[config.mk]
export PLATFORM = sky130hd
export DESIGN_NAME = maj_vote_filter_flat
export DESIGN_NICKNAME = d
export VERILOG_FILES = /design/src/rtl/maj_vote_filter_if.sv /design/src/rtl/maj_vote_filter.sv /design/src/flat_wrapper.sv
export SDC_FILE = /design/constraint.sdc
export NUM_CORES = 1
export LEC_CHECK = 0
export CAP_MARGIN = 10
export CORE_MARGIN = 2
export CORE_UTILIZATION = 45
export DETAILED_ROUTE_END_ITERATION = 8
export PLACE_DENSITY = 0.74
export REMOVE_ABC_BUFFERS = 1
export SKIP_LAST_GASP = 1
export SYNTH_ARGS = -nofsm -noshare
export SYNTH_HDL_FRONTEND = slang
export SYNTH_SLANG_ARGS = --single-unit
[constraint.sdc]
create_clock -name clk -period 1.6 [get_ports clk]
set_input_delay 0.32 -clock clk [delete_from_list [all_inputs] [get_ports clk]]
set_output_delay 0.32 -clock clk [all_outputs]
set_load 0.03 [all_outputs]
[src/rtl/maj_vote_filter_if.sv]
// maj_vote_filter_if
// Groups the sample-side controls/data and the voted/fault outputs of maj_vote_filter.
//   master : producer/consumer side (drives en, clr_cnt, in_bus; observes results)
//   slave  : the filter itself
// Signals:
//   en          sample enable
//   clr_cnt     synchronous clear of fault_cnt (qualified by en)
//   in_bus      NCH channels, channel c at [c*WIDTH +: WIDTH]
//   vote_out    filtered, registered majority word
//   valid       vote_out loaded at least once since reset
//   ch_fault    per-channel disagreement with the raw vote at the last sample
//   multi_fault two or more channels faulty at the last sample
//   fault_cnt   saturating count of samples with any channel fault
interface maj_vote_filter_if #(
    parameter int unsigned NCH   = 3,
    parameter int unsigned WIDTH = 1,
    parameter int unsigned CNT_W = 8
);
    logic                   en;
    logic                   clr_cnt;
    logic [NCH*WIDTH-1:0]   in_bus;
    logic [WIDTH-1:0]       vote_out;
    logic                   valid;
    logic [NCH-1:0]         ch_fault;
    logic                   multi_fault;
    logic [CNT_W-1:0]       fault_cnt;

    modport master (
        output en, clr_cnt, in_bus,
        input  vote_out, valid, ch_fault, multi_fault, fault_cnt
    );

    modport slave (
        input  en, clr_cnt, in_bus,
        output vote_out, valid, ch_fault, multi_fault, fault_cnt
    );
endinterface

[src/rtl/maj_vote_filter.sv]
// maj_vote_filter
// Bitwise majority vote over NCH redundant WIDTH-bit channels, followed by a stability filter:
// the voted word must be sampled unchanged on HOLD consecutive enabled edges before it is
// loaded into vote_out. Also flags disagreeing channels and keeps a saturating fault count.
// Ports:
//   clk    rising-edge clock
//   rst_n  asynchronous active-low reset
//   bus    maj_vote_filter_if.slave (en, clr_cnt, in_bus in; vote_out, valid, ch_fault,
//          multi_fault, fault_cnt out)
module maj_vote_filter #(
    parameter int unsigned NCH   = 3,
    parameter int unsigned WIDTH = 1,
    parameter int unsigned HOLD  = 2,
    parameter int unsigned CNT_W = 8
) (
    input  logic               clk,
    input  logic               rst_n,
    maj_vote_filter_if.slave   bus
);
    localparam int unsigned      RunW    = $clog2(HOLD + 1);
    localparam logic [RunW-1:0]  HoldRun = RunW'(HOLD);
    localparam logic [CNT_W-1:0] CntMax  = '1;

    typedef enum logic [1:0] {StInit, StLocked, StPending} state_e;

    state_e            state_q, state_d;
    logic [WIDTH-1:0]  cand_q, cand_d;
    logic [RunW-1:0]   run_q, run_d;
    logic [WIDTH-1:0]  vote_out_q, vote_out_d;
    logic [NCH-1:0]    ch_fault_q, ch_fault_d;
    logic              multi_fault_q, multi_fault_d;
    logic [CNT_W-1:0]  fault_cnt_q, fault_cnt_d;

    logic [WIDTH-1:0]  vote_raw;
    int unsigned       ones;
    int unsigned       n_fault;

    // Raw bitwise majority; NCH is odd so a tie cannot occur.
    always_comb begin
        vote_raw = '0;
        ones     = 0;
        for (int i = 0; i < WIDTH; i++) begin
            ones = 0;
            for (int c = 0; c < NCH; c++) begin
                if (bus.in_bus[c*WIDTH + i]) ones++;
            end
            vote_raw[i] = (ones > NCH / 2);
        end
    end

    always_comb begin
        state_d       = state_q;
        cand_d        = cand_q;
        run_d         = run_q;
        vote_out_d    = vote_out_q;
        ch_fault_d    = ch_fault_q;
        multi_fault_d = multi_fault_q;
        fault_cnt_d   = fault_cnt_q;
        n_fault       = 0;

        if (bus.en) begin
            // Stability run; a revert to vote_out while pending falls out of this naturally
            // (cand becomes vote_out, run restarts at 1).
            if (vote_raw != cand_q) begin
                cand_d = vote_raw;
                run_d  = RunW'(1);
            end else if (run_q != HoldRun) begin
                run_d = run_q + RunW'(1);
            end

            if (run_d == HoldRun) begin
                vote_out_d = cand_d;
            end

            for (int c = 0; c < NCH; c++) begin
                ch_fault_d[c] = (bus.in_bus[c*WIDTH +: WIDTH] != vote_raw);
                if (ch_fault_d[c]) n_fault++;
            end
            multi_fault_d = (n_fault >= 2);

            if (bus.clr_cnt) begin
                fault_cnt_d = '0;
            end else if ((|ch_fault_d) && (fault_cnt_q != CntMax)) begin
                fault_cnt_d = fault_cnt_q + 1'b1;
            end

            unique case (state_q)
                StInit: begin
                    if (run_d == HoldRun) state_d = StLocked;
                end
                StLocked: begin
                    if (run_d == HoldRun)            state_d = StLocked;
                    else if (vote_raw != vote_out_q) state_d = StPending;
                end
                StPending: begin
                    if (run_d == HoldRun || vote_raw == vote_out_q) state_d = StLocked;
                end
                default: state_d = StInit;
            endcase
        end
    end

    always_ff @(posedge clk or negedge rst_n) begin
        if (!rst_n) begin
            state_q       <= StInit;
            cand_q        <= '0;
            run_q         <= '0;
            vote_out_q    <= '0;
            ch_fault_q    <= '0;
            multi_fault_q <= 1'b0;
            fault_cnt_q   <= '0;
        end else begin
            state_q       <= state_d;
            cand_q        <= cand_d;
            run_q         <= run_d;
            vote_out_q    <= vote_out_d;
            ch_fault_q    <= ch_fault_d;
            multi_fault_q <= multi_fault_d;
            fault_cnt_q   <= fault_cnt_d;
        end
    end

    assign bus.vote_out    = vote_out_q;
    assign bus.valid       = (state_q != StInit);
    assign bus.ch_fault    = ch_fault_q;
    assign bus.multi_fault = multi_fault_q;
    assign bus.fault_cnt   = fault_cnt_q;
endmodule

[src/flat_wrapper.sv]
// flat-port wrapper written by rule: the top's interface ports become plain ports
module maj_vote_filter_flat 
#(
    parameter int unsigned NCH   = 3,
    parameter int unsigned WIDTH = 1,
    parameter int unsigned HOLD  = 2,
    parameter int unsigned CNT_W = 8
)
  (clk, rst_n, bus_en, bus_clr_cnt, bus_in_bus, bus_vote_out, bus_valid, bus_ch_fault, bus_multi_fault, bus_fault_cnt);
  maj_vote_filter_if #(.NCH(NCH), .WIDTH(WIDTH), .CNT_W(CNT_W)) bus_i ();
  input  logic clk;
  input  logic rst_n;
  input wire logic [$bits(bus_i.en)-1:0] bus_en;
  input wire logic [$bits(bus_i.clr_cnt)-1:0] bus_clr_cnt;
  input wire logic [$bits(bus_i.in_bus)-1:0] bus_in_bus;
  output wire logic [$bits(bus_i.vote_out)-1:0] bus_vote_out;
  output wire logic [$bits(bus_i.valid)-1:0] bus_valid;
  output wire logic [$bits(bus_i.ch_fault)-1:0] bus_ch_fault;
  output wire logic [$bits(bus_i.multi_fault)-1:0] bus_multi_fault;
  output wire logic [$bits(bus_i.fault_cnt)-1:0] bus_fault_cnt;
  assign bus_i.en = bus_en;
  assign bus_i.clr_cnt = bus_clr_cnt;
  assign bus_i.in_bus = bus_in_bus;
  assign bus_vote_out = bus_i.vote_out;
  assign bus_valid = bus_i.valid;
  assign bus_ch_fault = bus_i.ch_fault;
  assign bus_multi_fault = bus_i.multi_fault;
  assign bus_fault_cnt = bus_i.fault_cnt;
  maj_vote_filter #(.NCH(NCH), .WIDTH(WIDTH), .HOLD(HOLD), .CNT_W(CNT_W)) u_core (.clk(clk), .rst_n(rst_n), .bus(bus_i));
endmodule
; ---- Word level (Yosys, flattened, before mapping)
; Index checks and enable logic that the tools add are counted.
[word_totals]
input_bits = 7
word_cells = 58
out_inout_bits = 14
register_bits = 18
[op_classes]
magnitude_cmp = 2
muxes = 20
reduce_logical = 9
eq_ne = 14
n_addsub = 6
[op_table]
columns = operator, count
row1 = two-way mux 32 bit, 7
row2 = "adder 32 x 1 -> 32 bit, second input constant", 3
row3 = ">= comparator 32 x 2 -> 1 bit, second input constant", 1
row4 = "greater-than comparator 32 x 1 -> 1 bit, second input constant", 1
row5 = two-way mux 8 bit, 2
row6 = two-way mux 2 bit, 7
row7 = "adder 8 x 1 -> 8 bit, second input constant", 1
row8 = "inequality test 8 bit, second input constant", 1
row9 = case mux 2 bit (3 select lines), 1
row10 = inequality test 1 bit, 5
row11 = "equality test 2 bit, second input constant", 2
row12 = "inequality test 2 x 1 -> 1 bit, second input constant", 2
row13 = AND reduction 2 bit, 2
row14 = AND reduction 4 bit, 1
row15 = nonzero test 2 bit, 2
row16 = two-way mux 1 bit, 3
row17 = "inequality test 3 x 1 -> 1 bit, second input constant", 1
row18 = OR reduction 3 bit, 1
row19 = "adder 1 x 1 -> 2 bit, second input constant", 1
row20 = "adder 2 x 1 -> 2 bit, second input constant", 1
row21 = "equality test 2 x 1 -> 1 bit, second input constant", 1
row22 = zero test 2 bit, 1
row23 = "inequality test 2 bit, second input constant", 1
row24 = equality test 1 bit, 1
row25 = other kinds (2), 2

; ---- Logic depth before layout (Yosys ltp)
; Gate-level depths: netlist of the first run.
[depth]
depth_word = 16
mapped_depth = 11
depth_no_buf = 10

; ---- Worst setup path before layout of the first run
; OpenSTA, ideal clock, no wires.
[synth_timing]
path_kind = input-to-reg
from = input bus_in_bus[0]
to = register u_core.state_q[0]
setup_ns = 0.138
path_slack_ns = -0.720
path_buffers = 1
path_stages = 11
arrival_time_ns = 2.182
t_required_ns = 1.462
cell_sequence = buf_2 > inv_1 > ha_1 > nand2b_1 > a21oi_2 > inv_1 > ha_1 > and3_1 > o21a_1 > o21ai_0 > a21oi_1
[synth_between]
elab_chain_len = 13
elab_cells_between_ends = 19
classes_between = add/sub: 2 / order compare: 1 / eq/ne: 7 / mux: 7 / reduce/logical: 2
[synth_rtl]
columns = item, line
row1 = from (decl), flat_wrapper.sv:15  ; input wire logic [$bits(bus_i.in_bus)-1:0] bus_in_bus;
row2 = two-way mux 1 bit *, maj_vote_filter.sv:45  ; if (bus.in_bus[c*WIDTH + i]) ones++;
row3 = adder 1 x 1 -> 2 bit, maj_vote_filter.sv:45
row4 = two-way mux 32 bit *, maj_vote_filter.sv:45
row5 = adder 32 x 1 -> 32 bit, maj_vote_filter.sv:45
row6 = two-way mux 32 bit *, maj_vote_filter.sv:45
row7 = greater-than comparator 32 x 1 -> 1 bit *, maj_vote_filter.sv:47  ; vote_raw[i] = (ones > NCH / 2);
row8 = inequality test 1 bit, maj_vote_filter.sv:64  ; if (vote_raw != cand_q) begin
row9 = two-way mux 2 bit, maj_vote_filter.sv:64
row10 = two-way mux 2 bit, maj_vote_filter.sv:61  ; if (bus.en) begin
row11 = equality test 2 bit, "maj_vote_filter.sv:89, maj_vote_filter.sv:92, maj_vote_filter.sv:96"
row12 = logical OR 1 bit, maj_vote_filter.sv:96  ; if (run_d == HoldRun || vote_raw == vote_out_q) state_d = StLocked;
row13 = inequality test 2 x 1 -> 1 bit (no line), n/a
row14 = AND reduction 4 bit (no line), n/a
row15 = to (signal assigned), maj_vote_filter.sv:105  ; state_q <= StInit;
row16 = to (signal assigned), maj_vote_filter.sv:113  ; state_q <= state_d;
row17 = to (decl), maj_vote_filter.sv:26  ; state_e state_q, state_d;
; Mark *: on every way between the ends. The rest lies on a longest branch, timed or not. The select of a mux whose other input is x is not followed.
; A chain may end at the register's enable or synchronous reset.

; ---- Final worst setup path of the first run
[layout_timing]
from = input bus_clr_cnt
to = register u_core.fault_cnt_q[2] (netlist: u_core.bus.fault_cnt[2])
[layout_between]
elab_chain_len = 2
elab_cells_between_ends = 3
classes_between = mux: 1 / reduce/logical: 2
[layout_rtl]
columns = item, line
row1 = from (decl), flat_wrapper.sv:14  ; input wire logic [$bits(bus_i.clr_cnt)-1:0] bus_clr_cnt;
row2 = nonzero test 2 bit (no line), n/a
row3 = AND reduction 2 bit (no line), n/a
row4 = to (signal assigned), maj_vote_filter.sv:119  ; fault_cnt_q <= fault_cnt_d;
row5 = to (decl), maj_vote_filter.sv:32  ; logic [CNT_W-1:0] fault_cnt_q, fault_cnt_d;
; Parallel ways exist; a longest one is shown, timed or not.

==> results of run 1 <==
## worst max-delay path: cells and delay by family
family                 cells  cell delay, ns
buffers and inverters      1            0.51
and+or+nand+nor            4            0.77
AOI/OAI and AO/OA          1            0.36
## worst paths after layout
path                                         start                 endpoint  slack [ns]  depth (start not counted)
setup reg to reg           u_core.bus.fault_cnt[1]  u_core.bus.fault_cnt[2]       -0.12                          6
setup / recovery                       bus_clr_cnt  u_core.bus.fault_cnt[2]       -0.12                          6
hold reg to reg             u_core.bus.ch_fault[0]   u_core.bus.ch_fault[0]        0.51                          1
max in group asynchronous                    rst_n          u_core.run_q[1]        1.06                          2
min in group clk                     bus_in_bus[1]   u_core.bus.multi_fault        0.34                          3
hold / removal                               rst_n   u_core.bus.ch_fault[2]        0.34                          2
## cell usage in the layout, fill, tap and decap left out, types with 4 or more instances in the layout
cell and instances:
sky130_fd_sc_hd__a21oi_1 4, sky130_fd_sc_hd__a221o_1 4, sky130_fd_sc_hd__buf_4 31, sky130_fd_sc_hd__buf_6 6, sky130_fd_sc_hd__dfrtp_1 18, sky130_fd_sc_hd__dlygate4sd2_1 13, sky130_fd_sc_hd__inv_1 6, sky130_fd_sc_hd__nand2_1 5
sky130_fd_sc_hd__nand3_1 6, sky130_fd_sc_hd__nor2_1 8, sky130_fd_sc_hd__nor2b_1 4
## where the power goes
group | leakage, nW | internal (mW) | switching, mW
registers | 0.225 | 0.593 | 0.0872
logic | 0.567 | 0.524 | 0.635
clock network | 0.0210 | 0.139 | 0.149
## area by class of cell
class	instances	area, um^2
inverters	9	38.8
well taps	28	35.0
fillers	165	512
clock buffers	4	36.3
flip-flops and latches	18	450
multi-input cells	83	687
repair buffers	56	474
## per-layer routing
layer	global-route usage	wire length [um]
met5	0	0
met4	0.0769	33
met3	0.0371	99
met2	0.369	1400
met1	0.259	1210
## flip-flops by register name, summed over array words and instances (netlist names)
signal,count
u_core.state_q,2
u_core.bus.multi_fault,1
u_core.cand_q,1
u_core.run_q,2
u_core.bus.ch_fault,3
u_core.bus.fault_cnt,8
u_core.bus.vote_out,1
## cell families after synthesis
group           share of synthesized area
compound gates                      0.163
fa+ha+maj                          0.0703
flops                               0.422
buf+inv                            0.0516
simple gates                        0.229
mux                                0.0399
xor+xnor                           0.0246
## stage by stage
step	util	worst slack, ns	instances	cell area, um^2	TNS [ns]
after floorplan	-	-0.534	110	1050	-3.02
after global placement	0.658	-0.897	183	1470	-11.09
after detailed placement	0.658	-1.00	183	1470	-12.21
after CTS	0.723	-0.123	195	1610	-0.494
after global routing	0.771	-0.173	198	1720	-0.965
final	0.771	-0.124	198	1720	-0.406
## timing repair
item | in CTS | in global routing
gates cloned | 1 | 0
pin swaps | 12 | 4
gates resized for setup | 44 | 20
buffers inserted | 7 | 3
setup endpoints to repair | 31 | 13
==> reports/results.md, run 1 <==
| Parameter | Value | Unit |
|:---|:---|:---|
| PnR Total Power | 2.13 | mW |
| Synth top area share | 0.422 | - |
| Clock root buffer | sky130_fd_sc_hd__clkbuf_4 | - |
| Core region area | 2230 | um^2 |
| Cell area power density | 1240 | nW/um^2 |
| Count of pins over their slew limit | 0 | - |
| Kind of critical path | in2reg | - |
| Hold Path Class | in2async | - |
| Final HPWL DP | 1870 | um |
| Dominant synthesized flop cell | sky130_fd_sc_hd__dfrtp_1 | - |
| Kind of capture point of the worst setup path | flop | - |
| Number of register bits inferred by synthesis | 18 | - |
| Final hold violation count | 0 | - |
| Tcrit/Tclk final | 1.08 | - |
| Starting density of the core | 0.478 | - |
| Share of cells above drive strength 1 | 0.406 | - |
| Number of optimization iterations in the first detailed-route pass | 4 | - |
| Number of H-tree levels | 1 | - |
| Synthesis-to-finish area growth | 61.3 | % |
| Number of clock buffers inserted by TritonCTS | 3 | - |
| Hold bufs inserted after CTS | 0 | - |
| TritonCTS clock tree | done | - |
| Most common cell in the netlist | sky130_fd_sc_hd__dfrtp_1 | - |
| Proportion of synthesized chip area in sequential cells | 0.422 | - |
| Number of port buffers | 20 | - |
| Slew of the pin with the lowest slew margin | 0.269 | ns |
| Via Count | 1,074 | - |
| Antenna cell count | 0 | - |
| Summed instance area of the synthesized netlist | 1070 | um^2 |
| DRC | 0 | - |
| Critical-path top delay cell | sky130_fd_sc_hd__or4b_1 | - |
| Vert. Die Dim | 52.7 | um |
| Average detailed-routed wire length per instance | 13.8 | um |
| Unrepaired setup endpoints after global routing | yes | - |
| Largest vdd supply drop | 853 | uV |
| Average via count per standard cell | 5.42 | - |
| Violations in the final reports | negative setup slack | - |
| Worst Clk Skew | 0.00286 | ns |
| Leading cell types by total area after synthesis | sky130_fd_sc_hd__dfrtp_1, sky130_fd_sc_hd__ha_1, sky130_fd_sc_hd__a221o_1 | - |
| Post-CTS clock slew at the launch and capture registers of the worst setup and hold paths | 0.11 | ns |
| Largest net degree at the start of global routing | 20 | - |
| Antenna violations before repair | 0 | - |
| Die width | 52.7 | um |
| Number of global-route vias before repair | 1,000 | - |
| Total overflow reported by the global router | 0 | - |
| Cell taking the most area after synthesis | sky130_fd_sc_hd__dfrtp_1 | - |
| Slew Limit Headroom | 0.816 | - |
| Syn avg cell area | 9.28 | um^2 |
| Global-route wire length before repair | 4300 | um |
| Tot GR Track Use | 0.212 | - |
| Clock insertion delay at the later pin of the skew report | 0.30 | ns |
| Number of max-cap violations | 0 | - |
| Post-layout min period | 1.72 | ns |
| CP required | 1.84 | ns |
| Net total in the final layout | 184 | - |
| Number of cell rows | 17 | - |
| Deepest clock path buffer count | 2 | - |
| Count of unique library cells instantiated by Yosys | 35 | - |
| Area of the die | 2780 | um^2 |
| Fmax | 580 | MHz |
| Arrival @ worst endpoint | 1.97 | ns |
| Endpoints failing setup | 8 | - |
| First DRT Iteration DRCs | 25 | - |
| Fraction of registers with async set/reset | 1.00 | - |
| Critical Path Max Stage Delay | 0.52 | ns |
| CP Cell Sequence | clkdlybuf4s50_1, nand4b_1, nor2_1, a211o_1, or4b_1, nand3_1 | - |
| Yosys warnings | 0 | - |
| Maximum fanout encountered on the critical timing path | 4 | - |
| # clock sinks | 18 | - |
| Most frequent cells after synthesis | sky130_fd_sc_hd__dfrtp_1, sky130_fd_sc_hd__inv_1, sky130_fd_sc_hd__nor2_1 | - |
| Detailed-route wire length | 2740 | um |
| Static leakage | 0.812 | nW |
| Final GP Congestion | 0.760 | - |
| Cell count after synthesis | 115 | - |
| Hold_ws | 0.341 | ns |
| I/O pin total | 21 | - |
| Worst setup margin | -0.124 | ns |
| Critical Path Start Type | primary input | - |
| Antenna violation net count after detailed routing | 0 | - |
| Result of the run | finished, violations left | - |
| EDFF count, synth | 0 | - |
Note: power is estimated with default switching activity, not from simulation.
==> inputs of run 2 (changes only) <==
--- a/config.mk
+++ b/config.mk
@@ -5,11 +5,12 @@
 export SDC_FILE = /design/constraint.sdc
 export NUM_CORES = 1
 export LEC_CHECK = 0
+export ABC_AREA = 1
 export CAP_MARGIN = 10
 export CORE_MARGIN = 2
-export CORE_UTILIZATION = 45
+export CORE_UTILIZATION = 46
 export DETAILED_ROUTE_END_ITERATION = 8
-export PLACE_DENSITY = 0.74
+export PLACE_DENSITY = 0.75
 export REMOVE_ABC_BUFFERS = 1
 export SKIP_LAST_GASP = 1
 export SYNTH_ARGS = -nofsm -noshare
==> run 2 against run 1 <==
  * The run now ends clean
  * Die area up 2.9%
  * Synthesized cell count up 30%
  * Combinational power is 30% lower
  * Flip-flop and latch count is the same
  * Synthesized area up 5.4%
  * Worst hold slack worse by 0.0018 ns
  * Total power shrank 23%
  * Largest cell class unchanged
  * Routed wire length increased by 9.6%
  * Critical endpoint is now u_core.state_q[0]
  * Design area fell by 3.4%
==> reports/results.md, run 2 <==
| Parameter | Value | Unit |
|:---|:---|:---|
| Result of the run | finished clean | - |
| Most common cell in the netlist | sky130_fd_sc_hd__nand2_1 | - |
| Antenna violations before repair | 0 | - |
| Critical-path top delay cell | sky130_fd_sc_hd__ha_4 | - |
| Proportion of power drawn by the clock network | 0.140 | - |
| Switching portion of total power | 0.404 | - |
| Sum Neg Setup Slack | 0 | ns |
| Syn avg cell area | 7.50 | um^2 |
| Number of port buffers | 20 | - |
| Static leakage | 0.884 | nW |
| Largest vdd supply drop | 764 | uV |
| Hold Path Class | in2async | - |
| Most frequent cells after synthesis | sky130_fd_sc_hd__nand2_1, sky130_fd_sc_hd__inv_1, sky130_fd_sc_hd__dfrtp_1 | - |
| Internal cell power | 0.977 | mW |
| Synth top area share | 0.400 | - |
| Slew Limit Headroom | 0.796 | - |
| Die width | 53.5 | um |
| Critical Path Start Type | primary input | - |
| Share of cells above drive strength 1 | 0.264 | - |
| Number of register bits inferred by synthesis | 18 | - |
| Deepest clock path buffer count | 2 | - |
| Kind of capture point of the worst setup path | flop | - |
| Tcrit/Tclk final | 0.963 | - |
| Core Util, Final | 0.738 | - |
| Proportion of synthesized chip area in sequential cells | 0.400 | - |
| Most used cells in the layout excluding fill and tap cells | sky130_fd_sc_hd__nand2_1, sky130_fd_sc_hd__buf_4, sky130_fd_sc_hd__dfrtp_1 | - |
| Max reg flops | 8 | - |
| Endpoints failing setup | 0 | - |
| Kind of critical path | in2reg | - |
| Largest net degree at the start of global routing | 19 | - |
| Area of the die | 2860 | um^2 |
| Number of optimization iterations in the first detailed-route pass | 4 | - |
| Total overflow reported by the global router | 0 | - |
| Hold bufs inserted after CTS | 0 | - |
| Cell count after synthesis | 150 | - |
| Worst Clk Skew | 0.000721 | ns |
| Compound-gate portion of the synthesized area | 0.0934 | - |
| First DRT Iteration DRCs | 20 | - |
| Simple-gate share of the synthesized area | 0.339 | - |
| Dominant synthesized flop cell | sky130_fd_sc_hd__dfrtp_1 | - |
| TritonCTS clock tree | done | - |
| Summed instance area of the synthesized netlist | 1120 | um^2 |
| Maximum fanout encountered on the critical timing path | 5 | - |
| # clock sinks | 18 | - |
| Via Count | 1,172 | - |
| PnR Total Power | 1.64 | mW |
| Slew of the pin with the lowest slew margin | 0.307 | ns |
| Number of max-cap violations | 0 | - |
| Count of unique library cells instantiated by Yosys | 21 | - |
| Cell taking the most area after synthesis | sky130_fd_sc_hd__dfrtp_1 | - |
| Unrepaired setup endpoints after global routing | yes | - |
| Clock insertion delay at the later pin of the skew report | 0.30 | ns |
| Average detailed-routed wire length per instance | 13.3 | um |
| Yosys warnings | 0 | - |
| Multiplexer share of the synthesized area | 0 | - |
| Core region area | 2250 | um^2 |
| Detailed-route wire length | 3000 | um |
| Fmax | 649 | MHz |
| Synthesis-to-finish area growth | 47.8 | % |
| DRC | 0 | - |
| Share of total power in sequential cells | 0.362 | - |
| Count of pins over their slew limit | 0 | - |
| CP required | 1.79 | ns |
| Arrival @ worst endpoint | 1.73 | ns |
| I/O pin total | 21 | - |
| Post-layout min period | 1.54 | ns |
| Leading cell type in the layout, fill and taps excluded | sky130_fd_sc_hd__nand2_1 | - |
| Antenna cell count | 0 | - |
| Final GP Congestion | 0.868 | - |
| Number of cell rows | 17 | - |
| Number of global-route vias before repair | 1,178 | - |
| Average via count per standard cell | 5.21 | - |
| Number of clock buffers inserted by TritonCTS | 3 | - |
| Xor/xnor cell area share of the yosys netlist | 0.0234 | - |
| Switching component of the power | 0.661 | mW |
| Vert. Die Dim | 53.5 | um |
| EDFF count, synth | 0 | - |
| Cell area power density | 985 | nW/um^2 |
| CP Cell Sequence | buf_6, buf_6, ha_4, nand2_4, nand3_4, ha_4, nand2_4, nor2_4, nor2_1, nor2_1, nand3_1, nand2_1, o21ai_1 | - |
| Cell Area, Placed | 1520 | um^2 |
| Tot GR Track Use | 0.237 | - |
| Arithmetic-cell share of the synthesized area counting full adders, half adders and majority gates | 0.0667 | - |
| Global-route wire length before repair | 4830 | um |
| Net total in the final layout | 212 | - |
| Post-CTS clock slew at the launch and capture registers of the worst setup and hold paths | 0.10 | ns |
| Number of H-tree levels | 1 | - |
| Main combinational cell family by area after synthesis | simple AND/OR/NAND/NOR gates | - |
| Final HPWL DP | 1950 | um |
| Leading cell types by total area after synthesis | sky130_fd_sc_hd__dfrtp_1, sky130_fd_sc_hd__nand2_1, sky130_fd_sc_hd__nand3_1 | - |
| Part of the total power dissipated in combinational logic | 0.498 | - |
| Worst-case reg-to-reg path depth | 9 | - |
| Final hold violation count | 0 | - |
| Fraction of registers with async set/reset | 1.00 | - |
| Non-Filler Cell Area, Final | 1660 | um^2 |
| Clock root buffer | sky130_fd_sc_hd__clkbuf_4 | - |
| Starting density of the core | 0.499 | - |
| Antenna violation net count after detailed routing | 0 | - |
| Critical Path Max Stage Delay | 0.29 | ns |
## run 2: cell types whose count changed after synthesis, sizes merged, moves of 3 or more
| cell | delta |
|---|---|
| nand3 | +12 |
| a221o | -4 |
| nor3 | +4 |
| nor4 | -3 |
| inv | +10 |
| o21ai | +6 |
| nand2 | +38 |
| nor2b | -4 |
## run 2: cell families after synthesis
group / after synthesis
DFF: 18
xor gates and xnor gates: 3
and+or+nand+nor: 82
buffers and inverters: 21
adders and majority gates: 6
AOI/OAI and AO/OA: 20
## run 2: power groups by stage
stage                     sequential [mW]  combinational [mW]  clock, mW
after floorplan                     0.679               0.328          0
after global placement              0.595               0.714          0
after detailed placement            0.601               0.747          0
after CTS                           0.592               0.786      0.240
after global routing                0.607               0.894      0.248
final                               0.593               0.816      0.229
## run 2: area by class of cell
class                   instances  area (um^2)
clock buffers                   3         22.5
fillers                       178          592
repair buffers                 46          397
multi-input cells             111          687
well taps                      28         35.0
flip-flops and latches         18          450
inverters                      19         71.3
## run 2: final timing paths
path,slack [ns],to,from
setup / recovery,0.06,u_core.state_q[0],bus_in_bus[0]
hold / removal,0.34,u_core.cand_q,rst_n
setup reg to reg,0.07,u_core.bus.fault_cnt[7],u_core.bus.fault_cnt[1]
max in group asynchronous,1.06,u_core.run_q[1],rst_n
hold reg to reg,0.49,u_core.bus.ch_fault[2],u_core.bus.ch_fault[2]
min in group clk,0.49,u_core.bus.ch_fault[2],u_core.bus.ch_fault[2]
## run 2: layer usage
metal	GRT usage	share of wire
met1	0.245	0.40
met2	0.449	0.53
met3	0.0480	0.041
met4	0.103	0.023
met5	0	0
## run 2: stage by stage
stage / instances / hold WS [ns] / worst slack (ns)
floorplan: 148 / 0.0244 / -0.338
global placement: 218 / 0.468 / -0.813
detailed placement: 218 / 0.478 / -0.931
CTS: 222 / 0.351 / 0.0187
global route: 225 / 0.367 / -0.0524
finish: 225 / 0.339 / 0.0589
## run 2: critical path, delay by kind of cell
family	cells	cell delay (ns)
buf+inv	2	0.21
fa+ha+maj	2	0.46
simple gates	8	0.70
compound gates	1	0.06
## run 2: what timing repair did
item                       in CTS  in global routing
resized for setup              43                 10
pin swaps                      11                 14
setup endpoints to repair      31                 11
buffers inserted                1                  3
==> inputs of run 3 (changes only) <==
--- a/config.mk
+++ b/config.mk
@@ -8,9 +8,9 @@
 export ABC_AREA = 1
 export CAP_MARGIN = 10
 export CORE_MARGIN = 2
-export CORE_UTILIZATION = 46
+export CORE_UTILIZATION = 45
 export DETAILED_ROUTE_END_ITERATION = 8
-export PLACE_DENSITY = 0.75
+export PLACE_DENSITY = 0.73
 export REMOVE_ABC_BUFFERS = 1
 export SKIP_LAST_GASP = 1
 export SYNTH_ARGS = -nofsm -noshare
==> run 3 against run 2 <==
  * The run now ends with negative setup slack left
  * Core utilization shrank 4.3 points
  * Via count rose by 4.0%
  * Sequential share of layout area down 0.42 points
  * Worst hold slack gained 0.0060 ns
  * Design area rose by 1.6%
  * Sequential power is 2% higher
  * First-iteration DRC count grew to 2.9 times the previous value
  * Critical path type is now reg2reg
  * Critical endpoint is now u_core.bus.fault_cnt[5]
==> reports/results.md, run 3 (synthesis gave the netlist of run 2 again) <==
| Parameter | Value | Unit |
|:---|:---|:---|
| Result of the run | finished, violations left | - |
| Violations in the final reports | negative setup slack | - |
| Number of cell rows | 18 | - |
| Placed Cells | 213 | - |
| Vert. Die Dim | 54.0 | um |
| Detailed-route wire length | 3260 | um |
| Final HPWL DP | 1900 | um |
| Met1 usage in global routing | 0.247 | - |
| Number of H-tree levels | 1 | - |
| Critical Path Start Type | flop | - |
| Cell Area, Placed | 1460 | um^2 |
| Fmax | 589 | MHz |
| Via Count | 1,219 | - |
| Sum Neg Setup Slack | -0.0978 | ns |
| Hold bufs inserted after CTS | 0 | - |
| Number of max-cap violations | 0 | - |
| CP required | 1.84 | ns |
| Non-Filler Cell Area, Final | 1690 | um^2 |
| Net total in the final layout | 212 | - |
| Number of global-route vias before repair | 1,107 | - |
| Starting density of the core | 0.462 | - |
| Post-layout min period | 1.70 | ns |
| Setup WS pre-CTS | -0.920 | ns |
| Hold Path Class | in2async | - |
| Total overflow reported by the global router | 0 | - |
| Post-CTS clock slew at the launch and capture registers of the worst setup and hold paths | 0.11 | ns |
| TritonCTS clock tree | done | - |
| DRC | 0 | - |
| Clock root buffer | sky130_fd_sc_hd__clkbuf_4 | - |
| Cell area power density | 981 | nW/um^2 |
| Kind of capture point of the worst setup path | flop | - |
| Kind of critical path | reg2reg | - |
| Tot GR Track Use | 0.217 | - |
| Antenna violation net count after detailed routing | 0 | - |
| Number of port buffers | 20 | - |
| Clock insertion delay at the later pin of the skew report | 0.29 | ns |
| Share of cells above drive strength 1 | 0.289 | - |
| Finished Layout Cells | 227 | - |
| Largest vdd supply drop | 782 | uV |
| Largest net degree at the start of global routing | 19 | - |
| Worst Clk Skew | 0.00404 | ns |
| Core region area | 2430 | um^2 |
| Slew of the pin with the lowest slew margin | 0.375 | ns |
| Tcrit/Tclk final | 1.06 | - |
| Average via count per standard cell | 5.37 | - |
| Antenna cell count | 0 | - |
| Final hold violation count | 0 | - |
| Maximum fanout encountered on the critical timing path | 5 | - |
| Global-route wire length before repair | 4550 | um |
| Final GP Congestion | 0.774 | - |
| GR peak layer | met2 | - |
| Most used cells in the layout excluding fill and tap cells | sky130_fd_sc_hd__nand2_1, sky130_fd_sc_hd__buf_4, sky130_fd_sc_hd__dfrtp_1 | - |
| First DRT Iteration DRCs | 58 | - |
| Number of clock buffers inserted by TritonCTS | 3 | - |
| PnR Total Power | 1.66 | mW |
| Slew Limit Headroom | 0.748 | - |
| Deepest clock path buffer count | 2 | - |
| Met3 global-route usage | 0.0306 | - |
| # clock sinks | 18 | - |
| Number of optimization iterations in the first detailed-route pass | 4 | - |
| Die width | 54.0 | um |
| Count of pins over their slew limit | 0 | - |
| Unrepaired setup endpoints after global routing | yes | - |
| Max reg flops | 8 | - |
| Endpoints failing setup | 3 | - |
| Arrival @ worst endpoint | 1.94 | ns |
| Area of the die | 2920 | um^2 |
| Synthesis-to-finish area growth | 50.2 | % |
| Static leakage | 0.885 | nW |
| Average detailed-routed wire length per instance | 14.3 | um |
| Met2 Track Usage GR | 0.390 | - |
| Leading cell type in the layout, fill and taps excluded | sky130_fd_sc_hd__nand2_1 | - |
| Antenna violations before repair | 0 | - |
| I/O pin total | 21 | - |
| Worst setup margin | -0.0965 | ns |
## run 3: changes by cell type in the layout (fill, tap and decap cells not counted)
cell	delta
sky130_fd_sc_hd__ha_2	-1
sky130_fd_sc_hd__nand2_2	+6
sky130_fd_sc_hd__buf_12	-1
sky130_fd_sc_hd__nand2_4	-1
sky130_fd_sc_hd__nand2_1	-5
sky130_fd_sc_hd__inv_4	+1
sky130_fd_sc_hd__ha_4	+1
sky130_fd_sc_hd__inv_2	-1
sky130_fd_sc_hd__buf_6	-1
sky130_fd_sc_hd__buf_8	+1
sky130_fd_sc_hd__nand2_8	+1
## run 3: critical path, cell delays in order (launching register included)
cell,delay [ns]
sky130_fd_sc_hd__dfrtp_1,0.44
sky130_fd_sc_hd__buf_4,0.14
sky130_fd_sc_hd__buf_4,0.10
sky130_fd_sc_hd__nand3_1,0.16
sky130_fd_sc_hd__nor2_1,0.20
sky130_fd_sc_hd__a21oi_1,0.11
sky130_fd_sc_hd__nor3_1,0.30
sky130_fd_sc_hd__nand3_1,0.11
sky130_fd_sc_hd__nand2_1,0.07
## run 3: worst paths after layout
path                                    startpoint                 endpoint  slack (ns)  depth (start not counted)
hold / removal                               rst_n          u_core.run_q[0]        0.35                          2
hold reg to reg             u_core.bus.multi_fault   u_core.bus.multi_fault        0.50                          2
min in group clk            u_core.bus.multi_fault   u_core.bus.multi_fault        0.50                          2
max in group asynchronous                    rst_n  u_core.bus.fault_cnt[2]        1.05                          2
setup reg to reg           u_core.bus.fault_cnt[1]  u_core.bus.fault_cnt[5]        -0.1                          8
setup / recovery           u_core.bus.fault_cnt[1]  u_core.bus.fault_cnt[5]        -0.1                          8
## run 3: routing by layer
metal,share of wire,vias to the layer above
met5,0,-
met4,0.028,0
met3,0.045,10
met2,0.54,51
met1,0.39,576
li1,-,582
## run 3: cell type report
class / instances / area, um^2
fillers: 212 / 743
multi-input cells: 112 / 724
flip-flops and latches: 18 / 450
repair buffers: 45 / 380
inverters: 19 / 73.8
well taps: 30 / 37.5
clock buffers: 3 / 22.5
## run 3: what timing repair did
action / CTS / global route
buffers inserted: 2 / 8
gates resized for setup: 44 / 19
pin swaps: 10 / 18
cloned: 0 / 1
setup endpoints to repair: 31 / 10
## run 3: power by group
group          internal [mW]  leakage [nW]  switching, mW  total (mW)
sequential             0.537         0.233         0.0647       0.602
clock                 0.0876        0.0138          0.144       0.232
combinational          0.354         0.639          0.469       0.823
total                  0.979         0.885          0.678        1.66
## run 3: through the flow
step | util | hold slack, ns
after floorplan | - | 0.0244
after global placement | 0.600 | 0.467
after detailed placement | 0.600 | 0.482
after CTS | 0.635 | 0.351
after global routing | 0.694 | 0.381
final | 0.694 | 0.345
